[src/rtl/systolic_stream_driver.sv]
// Host-side sequencer for systolic_wrapper: replays a sample buffer as xin on a fixed
// donext cadence and returns each captured yout sign-extended and tagged with its index.
module systolic_stream_driver #(
   parameter int N      = 8,
   parameter int DW     = 16,
   parameter int PERIOD = 30,
   parameter int ROUNDS = 3,
   localparam int AW    = (N > 1) ? $clog2(N) : 1
) (
   input  logic          clk30x,
   input  logic          rst,
   input  logic          ld_we,
   input  logic [AW-1:0] ld_addr,
   input  logic [DW-1:0] ld_data,
   input  logic          start,
   output logic          busy,
   output logic          done,
   output logic [DW-1:0] xin,
   output logic          donext,
   input  logic [DW-1:0] yout,
   output logic          res_valid,
   output logic [31:0]   res_data,
   output logic [AW-1:0] res_tag
);

   localparam int S  = ROUNDS * N;
   localparam int KW = (S > 1) ? $clog2(S) : 1;
   localparam int PW = (PERIOD > 1) ? $clog2(PERIOD) : 1;

   typedef enum logic [2:0] {IDLE, WAIT, STROBE, FLUSH, FINISH} state_t;

   state_t        state_reg, state_next;
   logic [PW-1:0] phase_reg, phase_next;
   logic [KW-1:0] k_reg, k_next;
   logic [AW-1:0] idx_reg, idx_next;
   logic [AW-1:0] tag_reg, tag_next;
   logic [DW-1:0] xin_reg, xin_next;
   logic          donext_reg, donext_next;
   logic          busy_reg, busy_next;
   logic          done_reg, done_next;
   logic          res_valid_reg, res_valid_next;
   logic [31:0]   res_data_reg, res_data_next;
   logic [AW-1:0] res_tag_reg, res_tag_next;
   logic [31:0]   yout_ext;

   logic [DW-1:0] mem [N];

   // Buffer is deliberately left out of reset so a run can be replayed after an abort.
   always_ff @(posedge clk30x) begin
      if (ld_we && !busy_reg)
         mem[ld_addr] <= ld_data;
   end

   assign yout_ext = {{(32-DW){yout[DW-1]}}, yout};

   always_ff @(posedge clk30x) begin
      if (rst) begin
         state_reg     <= IDLE;
         phase_reg     <= '0;
         k_reg         <= '0;
         idx_reg       <= '0;
         tag_reg       <= '0;
         xin_reg       <= '0;
         donext_reg    <= 1'b0;
         busy_reg      <= 1'b0;
         done_reg      <= 1'b0;
         res_valid_reg <= 1'b0;
         res_data_reg  <= '0;
         res_tag_reg   <= '0;
      end else begin
         state_reg     <= state_next;
         phase_reg     <= phase_next;
         k_reg         <= k_next;
         idx_reg       <= idx_next;
         tag_reg       <= tag_next;
         xin_reg       <= xin_next;
         donext_reg    <= donext_next;
         busy_reg      <= busy_next;
         done_reg      <= done_next;
         res_valid_reg <= res_valid_next;
         res_data_reg  <= res_data_next;
         res_tag_reg   <= res_tag_next;
      end
   end

   always_comb begin
      state_next     = state_reg;
      phase_next     = phase_reg;
      k_next         = k_reg;
      idx_next       = idx_reg;
      tag_next       = tag_reg;
      xin_next       = xin_reg;
      donext_next    = 1'b0;
      busy_next      = busy_reg;
      done_next      = 1'b0;
      res_valid_next = 1'b0;
      res_data_next  = res_data_reg;
      res_tag_next   = res_tag_reg;
      case (state_reg)
         IDLE: begin
            if (start) begin
               state_next = WAIT;
               phase_next = PW'(PERIOD - 1);
               k_next     = '0;
               idx_next   = '0;
               tag_next   = AW'(N - 2);
               busy_next  = 1'b1;
            end
         end
         WAIT, FLUSH: begin
            if (phase_reg == '0)
               state_next = (state_reg == WAIT) ? STROBE : FINISH;
            else
               phase_next = phase_reg - PW'(1);
         end
         STROBE: begin
            donext_next    = 1'b1;
            xin_next       = mem[idx_reg];
            res_data_next  = yout_ext;
            res_tag_next   = tag_reg;
            res_valid_next = (k_reg != '0);
            idx_next       = (idx_reg == AW'(N - 1)) ? '0 : idx_reg + AW'(1);
            tag_next       = (tag_reg == AW'(N - 2 + 1)) ? '0 : tag_reg + AW'(1);
            k_next         = k_reg + KW'(1);
            // The strobe cycle itself is one tick of the period, hence PERIOD-2.
            phase_next     = PW'(PERIOD - 2);
            state_next     = (k_reg == KW'(S - 1)) ? FLUSH : WAIT;
         end
         FINISH: begin
            res_valid_next = 1'b1;
            res_data_next  = yout_ext;
            res_tag_next   = tag_reg;
            done_next      = 1'b1;
            busy_next      = 1'b0;
            state_next     = IDLE;
         end
         default: state_next = IDLE;
      endcase
   end

   assign busy      = busy_reg;
   assign done      = done_reg;
   assign xin       = xin_reg;
   assign donext    = donext_reg;
   assign res_valid = res_valid_reg;
   assign res_data  = res_data_reg;
   assign res_tag   = res_tag_reg;

endmodule

[config.mk]
export PLATFORM = sky130hd
export DESIGN_NAME = systolic_stream_driver
export DESIGN_NICKNAME = d
export VERILOG_FILES = /design/src/rtl/systolic_stream_driver.sv
export SDC_FILE = /design/constraint.sdc
export NUM_CORES = 1
export LEC_CHECK = 0
export CORE_AREA = 5 5 163 165
export DETAILED_ROUTE_END_ITERATION = 6
export DIE_AREA = 0 0 168 170
export PLACE_DENSITY = 0.45
export SYNTH_ARGS = -nofsm -noshare
export SYNTH_HDL_FRONTEND = slang
export SYNTH_SLANG_ARGS = --single-unit
[constraint.sdc]
create_clock -name clk30x -period 3 [get_ports clk30x]
set_input_delay 0.45 -clock clk30x [delete_from_list [all_inputs] [get_ports clk30x]]
set_output_delay 0.45 -clock clk30x [all_outputs]
set_load 0.05 [all_outputs]
==> results.json <==
{
  "synthDistinctLibCells": 46,
  "flow.area_growth_from_synthesis_pct": 25.6,
  "start_kind": "register",
  "grt_pass1_wl_mm": 25.3,
  "asyncSetResetFlopFracSynth": 0,
  "ctsLongestPathBuffers": 2,
  "first_global_vias": 4336,
  "post_cts.repair.setup_buffers": 0,
  "power_consumption_mw": 5.68,
  "grt.overflow.total": 0,
  "synth_simple_gate_area_frac": 0.0594,
  "min_path_type": "reg2reg",
  "dp_cells": 888,
  "timing.critical_path.cells": "clkdlybuf4s50_1",
  "routed_wire_length_per_instance_um": 17.6,
  "synth_cells": 493,
  "synth.ff_latch_count": 186,
  "design.die.area_mm2": 0.0286,
  "post_synth_xor_area_fraction": 0.00599,
  "yosys-top-cells-area": "edfxtp_1 (53%), dfxtp_1 (16%), mux2i_1 (11%)",
  "timing.critical_path.max_delay_family": "buffers and inverters",
  "worst-slew-pin-transition_ns": 1.03,
  "drive_above_1_share": 0.110,
  "layout.filler_cells": 2364,
  "final-setup-viol-count": 0,
  "setup.worst_path.end_class": "output pin",
  "timing.max_slew.rel_slack": 0.315,
  "post_cts_resize_count": 0,
  "cts_buffer_count": 17,
  "antenna_violating_nets_post_route": 0,
  "grt_util_met1": 0.144,
  "grt_setup_unrepaired": "false",
  "synthAdderAreaFrac": 0.0137,
  "muxShareOfSynthArea": 0.114,
  "synth.net_count": 540,
  "max_cap_violations": 0,
  "clock_sinks": 186,
  "static-leakage-power_nw": 2.91,
  "final_nets": 624,
  "cts_hold_repair_buffers": 0,
  "port_buffers": 93,
  "groute.usage.overall": 0.115,
  "dp_worst_setup_slack_ns": 0.770,
  "largest_reg_flops": 128,
  "mappedNetlistArea_mm2": 0.00731,
  "routabilityCongestion": 0.705,
  "synth_largest_area_cell": "edfxtp_1",
  "final-hold-violation-count": 0,
  "core_region_area_mm2": 0.0249,
  "timing.setup.tns_ns": 0,
  "crit_required_ns": 2.55,
  "clock_tree.htree_level_count": 4,
  "use_met3": 0.0293,
  "critPathBufInv": 1,
  "slew_viol_final": 0,
  "final.hold.worst_slack_ns": 0.488,
  "wl_mm": 16.2,
  "worst-setup-path-type": "reg2out",
  "start_util": 0.294,
  "fp.dieW_um": 168,
  "grt_most_used_layer": "met2",
  "place_hpwl_mm": 9.85,
  "vdd_drop_max_mv": 0.323,
  "drc_violation_count_after_routing": 0,
  "outcome": "completed",
  "floorplan.die.height_um": 170,
  "leading_post_synthesis_cells_by_instance_count": "edfxtp_1 (128), mux2i_1 (83), dfxtp_1 (58)",
  "largest_fanout_on_the_critical_path": 18,
  "combinational_family_with_the_most_area_after_synthesis": "multiplexers",
  "cts_root_buf": "clkbuf_16",
  "clk-insertion-delay-late_ns": 0.43,
  "min_period_over_period": 0.797,
  "cts.reportedPaths.clkPinSlew_ns": 0.07,
  "placement_row_count": 58,
  "critical_path_arrival_ns": 1.94,
  "synth_compound_gate_area_share": 0.0828,
  "slowest_stage": "clkdlybuf4s50_1",
  "grt_antenna_before_repair": 0,
  "multiInputGateArea_mm2": 0.00205,
  "detail_route.vias_per_cell": 4.63,
  "final_cell_count_no_fill": 920,
  "synth-edff-count": 128,
  "ff_latch_area_mm2": 0.00501,
  "drt_first_pass_iters": 4,
  "synthesis.area_per_instance_um2": 14.8,
  "groute.layer.met2.usage": 0.196,
  "n_antenna_cell": 0,
  "yosysSeqAreaShare": 0.685,
  "grt_start_max_net_pins": 37,
  "top_level_ports": 94,
  "synth_top_cell_area_share": 0.526,
  "clock_skew_ns": 0.0142,
  "vias": 4259,
  "power.density_mw_per_mm2": 619,
  "max_freq_mhz": 418,
  "drt_iter0_markers": 228,
  "final_period_minus_worst_setup_slack_ns": 2.39,
  "post-synth-top-count-cell": "edfxtp_1",
  "cpPeakStageDelay_ns": 0.90,
  "synth.yosys.warnings": 0,
  "synth_ff_type": "edfxtp_1",
  "tritoncts": "done",
  "worst_slack_ns": 0.610
}
[metal layers]
layer | vias to the layer above | wire, um
met5 | - | 0
met4 | 0 | 164
met3 | 11 | 794
met2 | 99 | 8050
met1 | 2114 | 7220
li1 | 2035 | -
[final timing paths]
kind / from / to / slack [ns] / cells past startpoint
max reg2reg: state_reg[0]$_SDFFE_PP0P_ / xin[7]$_SDFFE_PP0P_ / 0.84 / 4
min reg2reg: xin[9]$_SDFFE_PP0P_ / xin[9]$_SDFFE_PP0P_ / 0.49 / 1
max: res_data[15]$_SDFFE_PP0P_ / res_data[16] / 0.61 / 1
min: xin[9]$_SDFFE_PP0P_ / xin[9]$_SDFFE_PP0P_ / 0.49 / 1
[cell type report]
cell class	count	area share
Sequential cell	186	0.546
Multi-Input combinational cell	258	0.223
Timing Repair Buffer	109	0.116
Clock buffer	18	0.0478
Tap cell	330	0.0450
Clock inverter	14	0.0206
Inverter	5	0.00204
[layout by cell type (no fill, tap or decap), drive strengths merged, types with 2 or more instances in the layout]
| cell | count |
|---|---|
| a211oi | 3 |
| nor2b | 3 |
| a22oi | 35 |
| clkinv | 5 |
| a311oi | 2 |
| xnor2 | 4 |
| mux2i | 83 |
| clkdlybuf4s50 | 93 |
| nand3 | 3 |
| inv | 13 |
| a32o | 16 |
| nor2 | 46 |
| nor3 | 11 |
| nor4 | 2 |
| or3b | 2 |
| and2 | 2 |
| o21ai | 4 |
| nand2b | 3 |
| clkbuf | 18 |
| dfxtp | 58 |
| edfxtp | 128 |
| ha | 8 |
| buf | 16 |
| a21oi | 10 |
| o22ai | 3 |
| nand2 | 5 |
| a2111oi | 2 |
[where the power goes]
part	switching, mW	total (mW)	internal [mW]	leakage [nW]
sequential	0.0588	2.87	2.81	1.63
clock	1.09	2.33	1.24	0.306
combinational	0.281	0.485	0.204	0.978
[cells by family (layout without fill, tap and decap cells)]
group | count (synthesis) | after routing
compound gates | 78 | 78
xor+xnor | 5 | 5
fa+ha+maj | 8 | 8
buf+inv | 49 | 146
flops | 186 | 186
mux | 83 | 83
simple gates | 84 | 84
[per-stage QoR]
step / utilization / instance area, um2
CTS: 0.369 / 9180
global placement: 0.344 / 8550
finish: 0.369 / 9180
detailed placement: 0.344 / 8550
global route: 0.369 / 9180
floorplan: - / 7310
(Power assumes the default switching activity.)
